==> src/rtl/im_loader_pkg.sv <==
// Shared types and constants for the UART instruction-memory loader.
package im_loader_pkg;

    typedef enum logic [1:0] {
        RX_IDLE,
        RX_START,
        RX_DATA,
        RX_STOP
    } rx_state_t;

    localparam int DATA_BITS      = 8;
    localparam int BYTES_PER_WORD = 4;

endpackage

==> src/rtl/im_loader_uart_rx.sv <==
// 8N1 UART receiver: rx synchronizer, down-counting baud timer and receive FSM.
// byte_valid_o / frame_err_o pulse in the cycle the stop bit is sampled.
//
// state    | meaning
// RX_IDLE  | waiting for a falling edge on the synchronized line
// RX_START | half-bit wait, confirm start bit is still low
// RX_DATA  | sample 8 data bits, one per bit period, LSB first
// RX_STOP  | sample stop bit, flag byte or framing error
module uart_rx
    import im_loader_pkg::*;
#(
    parameter int CLK_HZ = 100000000,
    parameter int BAUD   = 115200
) (
    input  logic       clk,
    input  logic       rstn,
    input  logic       rx_i,
    output logic [7:0] byte_o,
    output logic       byte_valid_o,
    output logic       frame_err_o
);

    localparam int DIV   = CLK_HZ / BAUD;
    localparam int CNT_W = (DIV > 2) ? $clog2(DIV) : 1;
    localparam logic [CNT_W-1:0] HALF_M1 = CNT_W'(DIV / 2 - 1);
    localparam logic [CNT_W-1:0] BIT_M1  = CNT_W'(DIV - 1);

    logic             r_rx_meta;
    logic             r_rx_sync;
    logic             r_rx_last;
    rx_state_t        r_state;
    rx_state_t        w_state_next;
    logic [CNT_W-1:0] r_cnt;
    logic [CNT_W-1:0] w_cnt_next;
    logic [2:0]       r_bit_idx;
    logic [2:0]       w_bit_idx_next;
    logic [7:0]       r_shift;
    logic [7:0]       w_shift_next;
    logic             w_rx;
    logic             w_tc;

    assign w_rx   = r_rx_sync;
    assign w_tc   = (r_cnt == '0);
    assign byte_o = r_shift;

    // Synchronizer and edge history reset to the idle-high line level.
    always_ff @(posedge clk or negedge rstn) begin
        if (!rstn) begin
            r_rx_meta <= 1'b1;
            r_rx_sync <= 1'b1;
            r_rx_last <= 1'b1;
            r_state   <= RX_IDLE;
            r_cnt     <= '0;
            r_bit_idx <= '0;
            r_shift   <= '0;
        end else begin
            r_rx_meta <= rx_i;
            r_rx_sync <= r_rx_meta;
            r_rx_last <= r_rx_sync;
            r_state   <= w_state_next;
            r_cnt     <= w_cnt_next;
            r_bit_idx <= w_bit_idx_next;
            r_shift   <= w_shift_next;
        end
    end

    always_comb begin
        w_state_next   = r_state;
        w_cnt_next     = r_cnt;
        w_bit_idx_next = r_bit_idx;
        w_shift_next   = r_shift;
        byte_valid_o   = 1'b0;
        frame_err_o    = 1'b0;
        case (r_state)
            RX_IDLE: begin
                if (r_rx_last && !w_rx) begin
                    w_state_next = RX_START;
                    w_cnt_next   = HALF_M1;
                end
            end
            RX_START: begin
                if (!w_tc) begin
                    w_cnt_next = r_cnt - 1'b1;
                end else if (!w_rx) begin
                    w_state_next   = RX_DATA;
                    w_cnt_next     = BIT_M1;
                    w_bit_idx_next = '0;
                end else begin
                    w_state_next = RX_IDLE;
                end
            end
            RX_DATA: begin
                if (!w_tc) begin
                    w_cnt_next = r_cnt - 1'b1;
                end else begin
                    w_shift_next = {w_rx, r_shift[7:1]};
                    w_cnt_next   = BIT_M1;
                    if (r_bit_idx == 3'(DATA_BITS - 1)) begin
                        w_state_next = RX_STOP;
                    end else begin
                        w_bit_idx_next = r_bit_idx + 1'b1;
                    end
                end
            end
            RX_STOP: begin
                if (!w_tc) begin
                    w_cnt_next = r_cnt - 1'b1;
                end else begin
                    // Returning to idle at mid-stop leaves half a bit to catch a back-to-back start edge.
                    byte_valid_o = w_rx;
                    frame_err_o  = !w_rx;
                    w_state_next = RX_IDLE;
                end
            end
            default: w_state_next = RX_IDLE;
        endcase
    end

endmodule

==> src/rtl/im_loader.sv <==
// UART boot loader: assembles little-endian words from received bytes and writes them to instruction memory.
// Optional running checksum of written words enabled by the macro IM_LOADER_CHECKSUM_EN.
module im_loader
    import im_loader_pkg::*;
#(
    parameter int CLK_HZ = 100000000,
    parameter int BAUD   = 115200,
    parameter int ADDR_W = 8
) (
    input  logic              clk,
    input  logic              rstn,
    input  logic              rx_i,
    input  logic              load_en_i,
    output logic              cpu_hold_o,
    output logic              im_we_o,
    output logic [ADDR_W-1:0] im_addr_o,
    output logic [31:0]       im_wdata_o,
    output logic [15:0]       word_cnt_o,
    output logic              frame_err_o,
    output logic [31:0]       checksum_o
);

    logic [7:0]        w_byte;
    logic              w_byte_valid;
    logic              w_frame_err;
    logic              r_len_meta;
    logic              r_len_sync;
    logic              r_len_last;
    logic              w_len_rise;
    logic              w_len_fall;
    logic [1:0]        r_byte_cnt;
    logic [23:0]       r_word;
    logic              r_we;
    logic [ADDR_W-1:0] r_addr;
    logic [31:0]       r_wdata;
    logic [15:0]       r_word_cnt;
    logic              r_frame_err;

    uart_rx #(
        .CLK_HZ (CLK_HZ),
        .BAUD   (BAUD)
    ) u_uart_rx (
        .clk          (clk),
        .rstn         (rstn),
        .rx_i         (rx_i),
        .byte_o       (w_byte),
        .byte_valid_o (w_byte_valid),
        .frame_err_o  (w_frame_err)
    );

    assign w_len_rise  = r_len_sync && !r_len_last;
    assign w_len_fall  = !r_len_sync && r_len_last;
    assign cpu_hold_o  = r_len_sync;
    assign im_we_o     = r_we;
    assign im_addr_o   = r_addr;
    assign im_wdata_o  = r_wdata;
    assign word_cnt_o  = r_word_cnt;
    assign frame_err_o = r_frame_err;

    always_ff @(posedge clk or negedge rstn) begin
        if (!rstn) begin
            r_len_meta  <= 1'b0;
            r_len_sync  <= 1'b0;
            r_len_last  <= 1'b0;
            r_byte_cnt  <= '0;
            r_word      <= '0;
            r_we        <= 1'b0;
            r_addr      <= '0;
            r_wdata     <= '0;
            r_word_cnt  <= '0;
            r_frame_err <= 1'b0;
        end else begin
            r_len_meta <= load_en_i;
            r_len_sync <= r_len_meta;
            r_len_last <= r_len_sync;
            r_we       <= 1'b0;
            if (r_we) begin
                r_addr <= r_addr + 1'b1;
                if (r_word_cnt != 16'hFFFF) begin
                    r_word_cnt <= r_word_cnt + 1'b1;
                end
            end
            if (w_frame_err) begin
                r_frame_err <= 1'b1;
            end
            // Bytes count only while load mode is held; a completing byte on the falling edge is dropped.
            if (w_len_fall) begin
                r_byte_cnt <= '0;
            end else if (w_byte_valid && r_len_sync) begin
                r_byte_cnt <= r_byte_cnt + 1'b1;
                case (r_byte_cnt)
                    2'd0: r_word[7:0]   <= w_byte;
                    2'd1: r_word[15:8]  <= w_byte;
                    2'd2: r_word[23:16] <= w_byte;
                    default: begin
                        r_we    <= 1'b1;
                        r_wdata <= {w_byte, r_word};
                    end
                endcase
            end
            if (w_len_rise) begin
                r_addr      <= '0;
                r_byte_cnt  <= '0;
                r_word_cnt  <= '0;
                r_frame_err <= 1'b0;
                r_we        <= 1'b0;
            end
        end
    end

`ifdef IM_LOADER_CHECKSUM_EN
    logic [31:0] r_checksum;

    always_ff @(posedge clk or negedge rstn) begin
        if (!rstn) begin
            r_checksum <= '0;
        end else if (w_len_rise) begin
            r_checksum <= '0;
        end else if (r_we) begin
            r_checksum <= r_checksum + r_wdata;
        end
    end

    assign checksum_o = r_checksum;
`else
    assign checksum_o = '0;
`endif

endmodule

==> config.mk <==
export PLATFORM = sky130hd
export DESIGN_NAME = im_loader
export DESIGN_NICKNAME = d
export VERILOG_FILES = /design/src/rtl/im_loader_pkg.sv /design/src/rtl/im_loader_uart_rx.sv /design/src/rtl/im_loader.sv
export SDC_FILE = /design/constraint.sdc
export NUM_CORES = 1
export LEC_CHECK = 0
export CELL_PAD_IN_SITES_DETAIL_PLACEMENT = 2
export CELL_PAD_IN_SITES_GLOBAL_PLACEMENT = 2
export CORE_MARGIN = 5
export CORE_UTILIZATION = 34
export DETAILED_ROUTE_END_ITERATION = 10
export DONT_BUFFER_PORTS = 1
export GPL_ROUTABILITY_DRIVEN = 0
export PLACE_DENSITY = 0.76
export SYNTH_ARGS = -nofsm -noshare
export SYNTH_HDL_FRONTEND = slang
export SYNTH_SLANG_ARGS = --single-unit
==> constraint.sdc <==
create_clock -name clk -period 6.5 [get_ports clk]
set_input_delay 0.65 -clock clk [delete_from_list [all_inputs] [get_ports clk]]
set_output_delay 0.65 -clock clk [all_outputs]
set_load 0.01 [all_outputs]
==> flow_summary.ini <==
[critical_path]
cp_max_fo = 13
regToRegSetupSlack_ns = 3.60
crit-reg2reg-launch = cpu_hold_o$_DFF_PN0_
worst_ep_required_time_ns = 6.80
critPathKind = reg2reg
regToRegEndpoint = word_cnt_o[13]$_DFFE_PN0P_
critPathCaptureType = flip-flop
r2r_cells = 5
critPathLaunch = cpu_hold_o$_DFF_PN0_
critical-path-max-stage-delay_ns = 0.75
cp_cell_sequence = ha_1, nor2_1, or4b_2, nor4b_1, mux2_2
worst_path_max_delay_cell = or4b_2
worst_setup_path_start_kind = flip-flop
worstPathArrival_ns = 3.20

[sta]
layout_min_cycle_time_ns = 2.90
worst_pin_slew_ns = 0.935
slew-limit-headroom = 0.372
grt_setup_unrepaired = no
timing.clock.skew_ns = 0.0174
setup_viol_count_final = 0
final-max-slew-violation-count = 0
maxClockFrequency_ghz = 0.345
layout_worst_path_cycle_share = 0.446
timing.final.hold_violations = 0
timing.setup.tns_ns = 0

[power]
vdd.ir_drop.worst_mv = 0.177
power.total_mw = 2.35
p_leak_nw = 3.07
cell_pwr_density_mw_per_mm2 = 369

[clock_tree]
cts_tree = yes
clk_pin_slew_worst_paths_ns = 0.06
cts_buffers = 17
clock-sinks = 113
ctsHtreeMaxLevel = 4
clock_tree.root_cell = clkbuf_16
max-clock-path-buffers = 2
clk_latency_ns = 0.43

[synthesis]
synthCells = 476
synth_top_cell_area_share = 0.487
yosys_register_bits = 113
post_synth_design_cell_area_mm2 = 0.00566
synth.distinct_cells = 60
syn-mean-instance-area_um2 = 11.9
asyncSetResetFlopFracSynth = 1.00
synth-main-ff-cell = dfrtp_1
synth_seq_area_share = 0.501
cell_taking_the_most_area_after_synthesis = dfrtp_1
ys_top_cells_by_area = dfrtp_1 (49%), mux2_2 (8.6%), mux2_4 (7.7%)
synth-edff-count = 0
yosys_warnings = 0

[floorplan]
die_h_um = 139
top_level_ports = 95
die-area_mm2 = 0.0193
starting_density_of_the_core = 0.344
die_w_um = 139
coreArea_mm2 = 0.0165
num_rows = 47

[drt]
drt-wirelength-per-cell_um = 21.7
viasPerCell = 5.31
drc = 0
drtIter0Drc = 131
drtAntennaViolNets = 0
via_count = 3762
finalWirelength_um = 15400
first_pass_iters = 4

[global_route]
grt_pass1_wl_um = 25100
antenna_found_initial = 0
gr-usage-all-layers = 0.163
number_of_global_route_vias_before_repair = 4352
grt_overflow_total = 0
maximum_number_of_pins_on_one_net_before_global_route_repair = 111

[job]
cap_violations = 0

[worst_hold_path]
min_path_type = in2async

[layout]
antenna_cells = 0
syn_to_final_growth_pct = 12.7
drive_gt1_frac = 0.256
nets = 498

[place]
dp.final_hpwl_um = 9410
port_buffers = 0

[run_status]
status = complete, no violations
==> Yosys cell counts (6+ instances only) <==
cell and n:
nand2_1 16, and3_1 6, a31oi_1 7, buf_4 32, dfrtp_1 110, nand3_1 13
nor2b_1 7, clkbuf_1 12, ha_1 17, mux2_4 29, nor2_1 23, a21oi_1 18
mux2_2 43, inv_1 14, or4_1 6, nand4_1 9, o21ai_0 12, nor4_1 7
==> cell type report <==
cell class | count | area, um2
clock buffers | 17 | 425
clock inverters | 14 | 208
fillers | 1674 | 10100
inverters | 14 | 52.6
multi-input cells | 329 | 2540
flip-flops and latches | 113 | 2830
well taps | 220 | 275
repair buffers | 2 | 35.0
==> where the power goes <==
group	internal (mW)	total, mW	switching [mW]	leakage, nW
clock	0.646	1.01	0.367	0.302
sequential	0.751	0.818	0.0666	1.54
combinational	0.183	0.522	0.340	1.23
==> metal layers <==
metal	GRT usage	vias up	share of wire	routed length, um
li1	-	1660	-	-
met1	0.192	1975	0.42	6400
met4	0.0659	0	0.021	331
met3	0.0400	28	0.041	627
met5	0	-	0	0
met2	0.285	99	0.52	8040
==> logic make-up (layout without fill, tap and decap cells) <==
family / after synthesis / after routing / share of synthesized area
AOI/OAI and AO/OA: 73 / 73 / 0.0856
xor gates and xnor gates: 5 / 5 / 0.00774
adders and majority gates: 17 / 17 / 0.0376
buffers and inverters: 65 / 47 / 0.0701
DFF: 113 / 113 / 0.501
muxes: 75 / 75 / 0.168
other: 1 / 32 / 0.000663
and+or+nand+nor: 127 / 127 / 0.130
==> cells in the final DEF (no fill, tap or decap), types with 6 or more instances in the layout <==
master	instances
mux2_4	29
and3_1	6
mux2_2	43
nor2_1	23
conb_1	32
ha_1	17
nand4_1	9
nand3_1	13
a21oi_1	18
nor2b_1	7
inv_1	14
nand2_1	16
clkinv_4	6
or4_1	6
clkbuf_16	17
nor4_1	7
dfrtp_1	110
a31oi_1	7
o21ai_0	12
==> registers in the layout, summed over array words and instances (netlist names), named ones only <==
signal               cells
im_wdata_o              32
u_uart_rx.r_bit_idx      3
r_len_meta               1
im_addr_o                8
u_uart_rx.r_rx_sync      1
word_cnt_o              16
r_len_last               1
im_we_o                  1
u_uart_rx.byte_o         8
cpu_hold_o               1
r_word                  24
frame_err_o              1
u_uart_rx.r_state        1
u_uart_rx.r_rx_meta      1
u_uart_rx.r_rx_last      1
r_byte_cnt               2
u_uart_rx.r_cnt         10
==> metrics by stage <==
stage / area [um2] / setup WS [ns] / cells / utilization / hold WS [ns]
2_1_floorplan: 5770 / 4.11 / 507 / - / 0.331
3_3_place_gp: 5710 / 3.73 / 677 / 0.347 / 0.340
3_5_place_dp: 5710 / 3.61 / 677 / 0.347 / 0.344
4_1_cts: 6370 / 3.54 / 709 / 0.387 / 0.0571
5_1_grt: 6370 / 3.42 / 709 / 0.387 / 0.0521
6_report: 6370 / 3.60 / 709 / 0.387 / 0.0773
==> timing repair <==
| item | CTS | global route |
|---|---|---|
| setup buffers | 0 | 0 |
| hold buffers | 1 | 0 |
| endpoints found under the hold margin | 110 | 0 |
| gates resized for setup | 0 | 0 |
==> critical path, delay by kind of cell, from the launching register on <==
| kind | cells | cell delay [ns] |
|---|---|---|
| AND/OR/NAND/NOR | 3 | 1.29 |
| adder cells (fa/ha/maj) | 1 | 0.56 |
| flip-flops | 1 | 0.54 |
| multiplexers | 1 | 0.40 |
==> worst max path at each step <==
| stage | end | slack [ns] | depth (start not counted) |
|---|---|---|---|
| finish | word_cnt_o[13]$_DFFE_PN0P_ | 3.60 | 5 |
| global route | word_cnt_o[13]$_DFFE_PN0P_ | 3.42 | 5 |
| CTS | word_cnt_o[13]$_DFFE_PN0P_ | 3.54 | 5 |
| detailed placement | word_cnt_o[13]$_DFFE_PN0P_ | 3.61 | 5 |
| global placement | word_cnt_o[13]$_DFFE_PN0P_ | 3.73 | 5 |
| floorplan | u_uart_rx.r_cnt[0]$_DFFE_PN0P_ | 4.11 | 8 |
No activity file was read; power rests on OpenSTA's default activity.
